File: src/rtl/alu_pkg.sv
// Shared definitions for the ALU result stage.
//   DEFAULT_WIDTH : default datapath width
//   alu_op_e      : operation select encoding carried on sel
package alu_pkg;

  localparam int DEFAULT_WIDTH = 32;

  typedef enum logic [2:0] {
    OP_AND  = 3'b000,
    OP_OR   = 3'b001,
    OP_ADD  = 3'b010,
    OP_XOR  = 3'b011,
    OP_RSV4 = 3'b100,
    OP_RSV5 = 3'b101,
    OP_SUB  = 3'b110,
    OP_SLT  = 3'b111
  } alu_op_e;

endpackage

File: src/rtl/alu_result_mux.sv
// Combinational result select and flag generation.
//   sel                          : operation select (alu_op_e)
//   res_and/or/xor/add, add_cout : unit results
//   data, zero, cout, err        : selected result and its flags
module alu_result_mux
  import alu_pkg::*;
#(
  parameter int WIDTH = DEFAULT_WIDTH
) (
  input  logic [2:0]       sel,
  input  logic [WIDTH-1:0] res_and,
  input  logic [WIDTH-1:0] res_or,
  input  logic [WIDTH-1:0] res_xor,
  input  logic [WIDTH-1:0] res_add,
  input  logic             add_cout,
  output logic [WIDTH-1:0] data,
  output logic             zero,
  output logic             cout,
  output logic             err
);

  always_comb begin
    data = '0;
    cout = 1'b0;
    err  = 1'b0;
    case (alu_op_e'(sel))
      OP_AND: data = res_and;
      OP_OR:  data = res_or;
      OP_XOR: data = res_xor;
      OP_ADD: begin data = res_add; cout = add_cout; end
      OP_SUB: begin data = res_add; cout = add_cout; end
      // SLT: the subtract result's sign bit is the less-than answer
      OP_SLT: data = {{(WIDTH-1){1'b0}}, res_add[WIDTH-1]};
      default: err = 1'b1;  // reserved codes 100/101
    endcase
  end

  assign zero = (data == '0);

endmodule

File: src/rtl/alu_result_stage.sv
// ALU result stage: selects a unit result, tags it with flags and buffers
// it in a 2-entry valid/ready FIFO.
//   clk, rst                      : clock, async active-high reset
//   res_*, add_cout, sel          : unit results and operation select
//   in_valid / in_ready           : upstream handshake
//   out_valid / out_ready         : downstream handshake
//   out_data, out_zero/cout/err   : head entry (all zero when empty)
module alu_result_stage
  import alu_pkg::*;
#(
  parameter int WIDTH = DEFAULT_WIDTH
) (
  input  logic             clk,
  input  logic             rst,
  input  logic [WIDTH-1:0] res_and,
  input  logic [WIDTH-1:0] res_or,
  input  logic [WIDTH-1:0] res_xor,
  input  logic [WIDTH-1:0] res_add,
  input  logic             add_cout,
  input  logic [2:0]       sel,
  input  logic             in_valid,
  output logic             in_ready,
  output logic             out_valid,
  input  logic             out_ready,
  output logic [WIDTH-1:0] out_data,
  output logic             out_zero,
  output logic             out_cout,
  output logic             out_err
);

  // entry layout: {data, zero, cout, err}
  localparam int EW = WIDTH + 3;

  logic [WIDTH-1:0] mux_data;
  logic             mux_zero, mux_cout, mux_err;

  alu_result_mux #(.WIDTH(WIDTH)) u_mux (
    .sel      (sel),
    .res_and  (res_and),
    .res_or   (res_or),
    .res_xor  (res_xor),
    .res_add  (res_add),
    .add_cout (add_cout),
    .data     (mux_data),
    .zero     (mux_zero),
    .cout     (mux_cout),
    .err      (mux_err)
  );

  // slot 0 is always the head; slot 1 is the second entry
  logic [EW-1:0] ent0_q, ent0_d, ent1_q, ent1_d;
  logic [1:0]    cnt_q, cnt_d;
  logic          push, pop;
  logic [EW-1:0] new_ent;

  assign new_ent   = {mux_data, mux_zero, mux_cout, mux_err};
  assign in_ready  = (cnt_q != 2'd2);
  assign out_valid = (cnt_q != 2'd0);
  assign push      = in_valid && in_ready;
  assign pop       = out_valid && out_ready;

  always_comb begin
    ent0_d = ent0_q;
    ent1_d = ent1_q;
    cnt_d  = cnt_q;
    if (push && pop) begin
      // only reachable at count 1: new entry replaces the departing head
      ent0_d = new_ent;
    end else if (pop) begin
      ent0_d = ent1_q;
      cnt_d  = cnt_q - 2'd1;
    end else if (push) begin
      if (cnt_q == 2'd0) ent0_d = new_ent;
      else               ent1_d = new_ent;
      cnt_d = cnt_q + 2'd1;
    end
  end

  always_ff @(posedge clk or posedge rst) begin
    if (rst) begin
      ent0_q <= '0;
      ent1_q <= '0;
      cnt_q  <= 2'd0;
    end else begin
      ent0_q <= ent0_d;
      ent1_q <= ent1_d;
      cnt_q  <= cnt_d;
    end
  end

  // gate on out_valid so an empty FIFO reads zero whatever slot 0 holds
  assign {out_data, out_zero, out_cout, out_err} = out_valid ? ent0_q : '0;

endmodule

File: config.mk
export PLATFORM = sky130hd
export DESIGN_NAME = alu_result_stage
export DESIGN_NICKNAME = d
export VERILOG_FILES = /design/src/rtl/alu_pkg.sv /design/src/rtl/alu_result_mux.sv /design/src/rtl/alu_result_stage.sv
export SDC_FILE = /design/constraint.sdc
export NUM_CORES = 1
export LEC_CHECK = 0
export BUFFER_PORTS_ARGS = -buffer_cell sky130_fd_sc_hd__buf_4
export CAP_MARGIN = 10
export CELL_PAD_IN_SITES_DETAIL_PLACEMENT = 0
export CELL_PAD_IN_SITES_GLOBAL_PLACEMENT = 2
export CORE_ASPECT_RATIO = 0.7
export CORE_MARGIN = 3
export CORE_UTILIZATION = 28
export DETAILED_ROUTE_END_ITERATION = 7
export GPL_TIMING_DRIVEN = 0
export PLACE_DENSITY_LB_ADDON = 0.1
export SKIP_LAST_GASP = 1
export SLEW_MARGIN = 5
export SYNTH_ARGS = -nofsm -noshare
export SYNTH_HDL_FRONTEND = slang
export SYNTH_SLANG_ARGS = --single-unit
export TNS_END_PERCENT = 5
File: constraint.sdc
create_clock -name clk -period 3.09 [get_ports clk]
set_clock_uncertainty 0.15 [all_clocks]
set_input_delay 0.309 -clock clk [delete_from_list [all_inputs] [get_ports clk]]
set_output_delay 0.309 -clock clk [all_outputs]
set_load 0.01 [all_outputs]
==> impl_metrics.json <==
{
  "status": "complete, no violations",
  "crit_slowest_cell": "clkbuf_1",
  "ir_worst_vdd_mv": 0.492,
  "postLayoutCoreUtil_pct": 41.0,
  "synthesis.nets": 663,
  "dieArea_um2": 17700,
  "drt_iter0_drc": 229,
  "syn2layout_area_growth_pct": 42.1,
  "rows": 38,
  "grt_start_max_net_pins": 47,
  "final_common_cell": "buf_4",
  "async_reset_ff_share_pct": 100,
  "worstSetupPathType": "flop to flop",
  "critPathRequiredTime_ns": 3.14,
  "crit_family": "buffers and inverters",
  "final_cell_mix": "173 x buf_4, 72 x dfrtp_1, 63 x nand2_1",
  "postCtsSetupRepairBufs": 0,
  "p_leak_uw": 0.00304,
  "grt.total_usage_pct": 19.8,
  "power_uw": 5060,
  "finalSetupViolations": 0,
  "period_minus_slack_ns": 2.80,
  "maxCapViolations": 0,
  "cp_max_fo": 10,
  "synth_seq_cells": 72,
  "clk_latency_ns": 0.33,
  "cts.clk_slew.worst_paths_ns": 0.06,
  "antennaDiodeCount": 0,
  "min_path_cells": 3,
  "worst_slew_pin_slew_ns": 0.747,
  "cts_buffer_depth": 2,
  "die_h_um": 112,
  "cp.depth": 12,
  "maxSlewViolCount": 0,
  "syn_area_um2": 4510,
  "synthCells": 525,
  "cp-start-kind": "flop",
  "portBuffers": 171,
  "layout.nets": 847,
  "htreeDepth": 3,
  "post_synth.cell_area_avg_um2": 8.59,
  "hpwl_um": 14400,
  "coreArea_um2": 15600,
  "cp_slowest_stage_delay_ns": 0.47,
  "synth.yosys.seq_area_share_pct": 39.9,
  "drtAntennaViolNets": 0,
  "ys_types": 53,
  "initial_utilization_pct": 28.8,
  "numCtsBuffers": 9,
  "clock-sinks": 72,
  "fin_tns_setup_ns": 0,
  "period_share_pct": 90.7,
  "place_ws_ns": 0.101,
  "synth_flop_cell": "dfrtp_1",
  "die_w_um": 158,
  "cts_root_buf": "clkbuf_16",
  "yosys_warnings": 0,
  "dr.pass1.iters": 4,
  "overflow": 0,
  "drc": 0,
  "power_density_nw_per_um2": 789,
  "rsz0062_at_grt": "yes",
  "place_congestion": 0.786,
  "drive_gt1_share_pct": 31.1,
  "crit_chain": "nor2_1 > inv_1 > nand2_1 > inv_1 > ha_1 > nor2_1 > nand2_1 > clkbuf_2 > clkbuf_1 > nand2_1 > o21ai_1 > a21oi_1",
  "multi_input_area_um2": 2490,
  "cp.buffers_inverters": 4,
  "n_fill_cell": 1607,
  "grt_pass1_vias": 4832,
  "hold_class": "primary input to flop",
  "io_pins": 173,
  "synth_edf_count": 0,
  "final_hold_viol_count": 0,
  "wl_per_cell_um": 19.0,
  "antenna_found_initial": 0,
  "routed_via_density": 5.11,
  "tritoncts": "yes",
  "end_kind": "flop",
  "maxClockFrequency_mhz": 357,
  "cp.arrival_ns": 2.85,
  "grt_pass1_wl_um": 26900,
  "layout_setup_ws_ns": 0.288,
  "seqCellArea_um2": 1800,
  "vias": 4665,
  "ff2ff_path_depth": 12,
  "slew_headroom_pct": 50.2,
  "wl_um": 17300,
  "cp_common_cell": "nand2_1"
}
==> through the flow <==
| stage | instance area, um2 | hold slack, ns | std cells |
|---|---|---|---|
| after floorplan | 4510 | 0.295 | 525 |
| after global placement | 6050 | 0.307 | 896 |
| after detailed placement | 6080 | 0.180 | 897 |
| after CTS | 6410 | 0.146 | 913 |
| after global routing | 6410 | 0.156 | 913 |
| final | 6410 | 0.153 | 913 |
==> report_power, final <==
part           switching (uW)  internal [uW]
clock                     399            724
combinational            1290           1070
sequential                202           1380
==> cells in the mapped netlist, types with 3 or more instances <==
cell,n,area (um2)
a21boi_0,3,22.5
a21oi_1,58,290
a221oi_1,3,26.3
a22o_1,5,43.8
and2_1,36,225
and3b_1,5,43.8
buf_1,5,18.8
buf_2,5,25.0
buf_6,4,45.0
clkbuf_1,24,90.1
dfrtp_1,72,1800
inv_1,6,22.5
mux2_2,13,146
mux2i_1,34,340
nand2_1,63,236
nand3_1,7,35.0
nor2_1,46,173
nor2b_1,5,31.3
nor3_1,3,15.0
nor4_1,5,31.3
o21a_1,3,22.5
o21ai_0,54,270
o21ai_1,10,50.1
o2bb2ai_1,18,158
==> cell families (layout without fill, tap and decap cells) <==
logic type	Yosys count	count (layout)	share of synthesized area, %
buffers and inverters	48	236	5.05
multiplexers	47	47	10.8
AO/OA/AOI/OAI	168	168	22.8
adder cells (fa/ha/maj)	2	2	0.555
flip-flops	72	72	39.9
XOR/XNOR	1	1	0.194
AND/OR/NAND/NOR	187	187	20.7
==> timing repair <==
item                                    4_1_cts  5_1_grt
endpoints found under the setup margin        0       20
hold buffers                                  1        0
resized for setup                             0        3
endpoints found under the hold margin        26        0
==> registers in the layout (all words and copies together) (netlist names) <==
signal and count:
ent0_q 35, ent1_q 35, cnt_q 2
==> final cells by class <==
| type | count | area share (%) |
|---|---|---|
| buffer | 41 | 3.16 |
| clock buffer | 10 | 3.73 |
| clock inverter | 5 | 1.27 |
| inverter | 7 | 0.449 |
| multi-input combinational | 405 | 38.8 |
| sequential | 72 | 28.1 |
| tap | 200 | 3.90 |
| timing repair buffer | 173 | 20.6 |
==> per-layer routing <==
metal / vias to the layer above / track usage, % / routed length, um / part of all wire (%)
li1: 2242 / - / - / -
met1: 2270 / 28.9 / 8280 / 48
met2: 137 / 30.8 / 7920 / 46
met3: 16 / 3.85 / 882 / 5.1
met4: 0 / 3.76 / 223 / 1.3
met5: - / 0 / 0 / 0
==> worst reg2reg max path, stage by stage (launching register included) <==
cell      delay [ns]
dfrtp_1         0.41
nor2_1          0.10
inv_1           0.25
nand2_1         0.18
inv_1           0.09
ha_1            0.16
nor2_1          0.06
nand2_1         0.15
clkbuf_2        0.30
clkbuf_1        0.47
nand2_1         0.09
o21ai_1         0.16
a21oi_1         0.10
==> worst paths after layout <==
check	from	endpoint	slack, ns
hold / removal	add_cout	ent1_q[1]	0.15
setup reg to reg	cnt_q[0]	ent0_q[32]	0.29
min in group asynchronous	rst	ent0_q[4]	0.39
hold reg to reg	ent1_q[30]	ent1_q[30]	0.32
max in group asynchronous	rst	ent0_q[33]	1.86
setup / recovery	cnt_q[0]	ent0_q[32]	0.29
Note: power is estimated with default switching activity, not from simulation.
